`src/rtl/fifo_arbiter_4x1_pkg.sv`:
```
// fifo_arbiter_4x1_pkg: shared widths, state encodings and a one-hot to index helper.
package fifo_arbiter_4x1_pkg;
  localparam int DW  = 12;
  localparam int NIN = 4;
  localparam int TW  = 3;
  typedef enum logic [3:0] {
    ST_RESET  = 4'b0001,
    ST_INIT   = 4'b0010,
    ST_IDLE   = 4'b0100,
    ST_ACTIVE = 4'b1000
  } state_t;
  function automatic logic [1:0] oh2idx(input logic [NIN-1:0] oh);
    return {oh[3] | oh[2], oh[3] | oh[1]};
  endfunction
endpackage

```
`src/rtl/fifo_arbiter_4x1_rr.sv`:
```
// rr_select_4: combinational round-robin pick of the first requester at or after ptr.
module rr_select_4
  import fifo_arbiter_4x1_pkg::*;
(
  input  logic [NIN-1:0] req,
  input  logic [1:0]     ptr,
  output logic [NIN-1:0] gnt,
  output logic           valid
);
  logic [1:0] idx;
  always_comb begin
    gnt = '0;
    idx = '0;
    for (int k = NIN - 1; k >= 0; k--) begin
      idx = ptr + 2'(k);
      gnt = req[idx] ? NIN'(1) << idx : gnt;
    end
    valid = |req;
  end
endmodule

```
`src/rtl/fifo_arbiter_4x1.sv`:
```
// fifo_arbiter_4x1: round-robin merge of four input FIFOs into one output FIFO.
// Optional per-input grant counters are built when ARB_GRANT_CNT_EN is defined.
module fifo_arbiter_4x1
  import fifo_arbiter_4x1_pkg::*;
(
  input  logic               clk,
  input  logic               reset_L,
  input  logic               init,
  input  logic [TW-1:0]      umbral_sup_in,
  input  logic [TW-1:0]      umbral_inf_in,
  input  logic [NIN-1:0]     empty_in,
  input  logic [NIN*DW-1:0]  data_in,
  input  logic               almost_full_out,
  output logic [NIN-1:0]     pop,
  output logic               push,
  output logic [DW-1:0]      data_out,
  output logic [TW-1:0]      umbral_superior,
  output logic [TW-1:0]      umbral_inferior,
  output logic [3:0]         state,
  output logic               idle,
  output logic [31:0]        grant_cnt
);
  state_t         state_q, state_d;
  logic [NIN-1:0] req, gnt;
  logic           valid, grant, pend_q;
  logic [1:0]     gidx, gidx_q, rr_ptr_q;
  logic [DW-1:0]  dout_q;
  logic [TW-1:0]  sup_q, inf_q;
  assign req = ~empty_in;
  rr_select_4 u_sel (.req(req), .ptr(rr_ptr_q), .gnt(gnt), .valid(valid));
  // pop is combinational so a FIFO emptied by the last pop is never granted again
  assign grant    = reset_L && state_q == ST_ACTIVE && !almost_full_out && valid;
  assign gidx     = oh2idx(gnt);
  assign pop      = grant ? gnt : '0;
  assign push     = pend_q && reset_L;
  assign data_out = push ? data_in[DW*gidx_q +: DW] : dout_q;
  assign umbral_superior = sup_q;
  assign umbral_inferior = inf_q;
  assign state = state_q;
  assign idle  = state_q == ST_IDLE;
  always_comb begin
    state_d = state_q;
    case (state_q)
      ST_RESET:  state_d = ST_INIT;
      ST_INIT:   state_d = init ? ST_INIT : ST_IDLE;
      ST_IDLE:   state_d = init ? ST_INIT : (|req ? ST_ACTIVE : ST_IDLE);
      ST_ACTIVE: state_d = init ? ST_INIT : (!(|req) && !pend_q ? ST_IDLE : ST_ACTIVE);
      default:   state_d = ST_RESET;
    endcase
  end
  always_ff @(posedge clk) begin
    if (!reset_L) begin
      state_q  <= ST_RESET;
      pend_q   <= 1'b0;
      gidx_q   <= '0;
      rr_ptr_q <= '0;
      dout_q   <= '0;
      sup_q    <= '0;
      inf_q    <= '0;
    end else begin
      state_q <= state_d;
      pend_q  <= grant;
      if (grant) begin
        gidx_q   <= gidx;
        rr_ptr_q <= gidx + 2'd1;
      end
      if (push) dout_q <= data_out;
      if (state_q == ST_INIT) begin
        sup_q <= umbral_sup_in;
        inf_q <= umbral_inf_in;
      end
    end
  end
`ifdef ARB_GRANT_CNT_EN
  logic [7:0] cnt_q [NIN];
  always_ff @(posedge clk) begin
    if (!reset_L || state_d == ST_INIT) cnt_q <= '{default: '0};
    else if (grant) cnt_q[gidx] <= cnt_q[gidx] + 8'd1;
  end
  assign grant_cnt = {cnt_q[3], cnt_q[2], cnt_q[1], cnt_q[0]};
`else
  assign grant_cnt = '0;
`endif
endmodule
```
`config.mk`:
```
export PLATFORM = sky130hd
export DESIGN_NAME = fifo_arbiter_4x1
export DESIGN_NICKNAME = d
export VERILOG_FILES = /design/src/rtl/fifo_arbiter_4x1_pkg.sv /design/src/rtl/fifo_arbiter_4x1_rr.sv /design/src/rtl/fifo_arbiter_4x1.sv
export SDC_FILE = /design/constraint.sdc
export NUM_CORES = 1
export LEC_CHECK = 0
export ABC_AREA = 1
export CAP_MARGIN = 20
export CORE_MARGIN = 3
export CORE_UTILIZATION = 27
export CTS_BUF_LIST = sky130_fd_sc_hd__clkbuf_8 sky130_fd_sc_hd__clkbuf_16
export DETAILED_ROUTE_END_ITERATION = 16
export GPL_TIMING_DRIVEN = 0
export HOLD_SLACK_MARGIN = 0.02
export SKIP_LAST_GASP = 1
export SLEW_MARGIN = 20
export SYNTH_ARGS = -nofsm -noshare
export SYNTH_HDL_FRONTEND = slang
export SYNTH_SLANG_ARGS = --single-unit
```
`constraint.sdc`:
```
create_clock -name clk -period 1.95 [get_ports clk]
set_input_delay 0.195 -clock clk [delete_from_list [all_inputs] [get_ports clk]]
set_output_delay 0.195 -clock clk [all_outputs]
set_load 0.01 [all_outputs]
```
==> flow_summary_export.csv <==
group,metric,value,unit
cts,root_buffer,"clkbuf_8",
final_layout,drive_gt1_frac,0.261,
sta,setup_viol,4,
floorplan,ios,122,
place,dp_hpwl,5050,µm
sta,finalClockSkew,0.00453,ns
final_layout,final_cell_mix,"71 x clkdlybuf4s50_1, 62 x nand2_1, 55 x nor2_1, 42 x buf_4, 32 x conb_1",
synth,ys_warn_count,0,
run_status,status,"finished, violations left",
power_and_ir_drop,p_per_area,377,nW/µm²
critical_path,worst_ep_arrival_time,1.86,ns
synth,postSynthCellCount,316,
cts,tritoncts,"done",
sta,fin_tns_setup,-0.309,ns
synth,synth_seq_cells,27,
floorplan,die_h,94.4,µm
sta,fin_crit,2.06,ns
cts,holdBufCountCts,0,
final_layout,antenna_cells,0,
synth,synth-seq-area-share,0.256,
critical_path,reg2reg_depth,13,
hold_path,hold_class,"in2reg",
sta,fmax,486,MHz
sta,slew_viol_final,0,
grt,grt_max_degree,17,
route,drc,0,
place,gp_congestion,0.796,
critical_path,cp-end-kind,"output pin",
route,drtAntennaViolNets,0,
flow_run,maxCapViolCount,0,
route,vias,2376,
sta,worstMarginPinSlew,0.532,ns
power_and_ir_drop,vdd_drop_max,0.419,mV
synth,synth_xor_area_frac,0,
place,place.port_buffers,89,
critical_path,critPathMaxFanout,8,
floorplan,initial_core_util,0.285,
synth,yosys-top-cells-area,"dfxtp_1 26%, buf_4 11%, nand2_1 11%",
synth,synth.largest_area_cell,"dfxtp_1",
synth,synthDominantCellAreaShare,0.256,
cts,cts_sinks,27,
floorplan,core_area,7410,µm²
final_layout,post-route-util,0.473,
synth,synth_compound_area_frac,0.189,
sta,relSlewSlack,0.646,
route,initialDrtViolationCount,70,
grt,grt_pass1_wl,10200,µm
sta,hold_viol_final,0,
critical_path,cp_data_required_time,1.75,ns
cts,cts_inserted_buffers,3,
floorplan,die-area,8910,µm²
floorplan,num_rows,31,
grt,track_usage,0.140,
synth,synth-simple-area-share,0.334,
final_layout,area_delta_synth_final,66.0,%
synth,netlist_area,2110,µm²
sta,fin_ws,-0.106,ns
place,pre_cts_ws,-0.659,ns
synth,ys_types,29,
power_and_ir_drop,power_leakage,0.00165,µW
synth,synth_area_per_cell,6.68,µm²
synth,synthFlopType,"dfxtp_1",
cts,clockBufferDepth,2,
grt,grt_pass1_vias,2228,
cts,clkLatencyLatePin,0.27,ns
critical_path,cp-start-kind,"flip-flop",
final_layout,fin_nets,519,
floorplan,die_w,94.4,µm
sta,post-route-period-util,1.05,
route,wl,6520,µm
route,vias_per_cell,4.34,
synth,synth_mux_area_frac,0,
route,dr.pass1.iters,4,
route,routedWlPerCell,11.9,µm
hold_path,min_delay_path_depth,3,
cts,cts_max_level,1,
synth,synth_edf_count,0,
sta,rsz0062_at_grt,"true",
run_status,violations,"setup timing",
synth,synth_fa_ha_area_frac,0.0415,
grt,overflow,0,
synth,synth_top_family_by_area,"simple AND/OR/NAND/NOR gates",
grt,antenna_found_initial,0,
final_layout,final_common_cell,"clkdlybuf4s50_1",
critical_path,crit_type,"reg2out",
cts,path_clk_slew,0.10,ns
synth,synthArstFlopShare,0,
cell usage after synthesis (all sizes together), types with 2 or more instances:
cell type  number
buf            37
o21ai          20
nand4           2
dfxtp          27
clkbuf          6
o32ai          12
nand2          77
nand3          13
inv            24
nor3            2
nor2           58
o211ai          2
a21oi          27
ha              7
routing by layer:
metal  up-vias  GRT usage  wire length [µm]
li1       1240          -                 -
met1      1046      0.178              2770
met2        84      0.242              3140
met3         6     0.0390               562
met4         0     0.0181                57
met5         -          0                 0
worst paths after layout:
kind | to | start | slack [ns]
worst max-delay path | pop[2] | rr_ptr_q[1] | -0.11
worst min-delay path | state[1] | init | 0.48
worst max register to register | gidx_q[0] | rr_ptr_q[1] | 0.07
worst min register to register | dout_q[6] | dout_q[6] | 0.48
registers in the layout (all words and copies together), names as in the netlist:
name,count
dout_q,12
gidx_q,2
pend_q,1
rr_ptr_q,2
state,4
umbral_inferior,3
umbral_superior,3
where the power goes:
part | switching (µW) | leakage (µW) | total, µW | internal (µW)
Combinational | 168 | 0.00141 | 411 | 243
Clock | 182 | 0.0000217 | 327 | 145
Sequential | 14.6 | 0.000221 | 583 | 569
cell type report:
cell class | count | area, µm²
Buffer | 43 | 342
Clock buffer | 3 | 41.3
Clock inverter | 1 | 7.51
Fill cell | 767 | 3910
Inverter | 24 | 101
Multi-Input combinational cell | 253 | 1410
Sequential cell | 27 | 552
Tap cell | 99 | 124
Timing Repair Buffer | 98 | 926
worst max-delay path, stage by stage, from the launching register on:
cell        delay, ns
dfxtp_4          0.38
clkinvlp_4       0.10
ha_4             0.30
inv_4            0.04
nand3_4          0.07
nand2_8          0.08
a21oi_2          0.11
nand2_1          0.09
nand2_1          0.07
nand2_2          0.08
nor2_4           0.13
buf_6            0.12
cells by family (layout without fill, tap and decap cells):
family          after synthesis  count (layout)
buf+inv                      67             169
flops                        27              27
other cells                   1              32
compound gates               62              62
fa+ha+maj                     7               7
simple gates                152             152
what timing repair did:
item | in CTS | in global routing
buffers inserted | 7 | 2
resized for setup | 70 | 25
pin swaps | 9 | 11
setup endpoints to repair | 21 | 19
per-stage QoR:
step | instances | total power [µW] | hold slack [ns] | instance area (µm²)
after detailed placement | 535 | 989 | 0.467 | 3240
after global routing | 548 | 1400 | 0.498 | 3500
after global placement | 535 | 988 | 0.461 | 3240
after CTS | 546 | 1320 | 0.477 | 3410
final | 548 | 1320 | 0.478 | 3500
after floorplan | 347 | 799 | 0.342 | 2230
(Power assumes the default switching activity.)
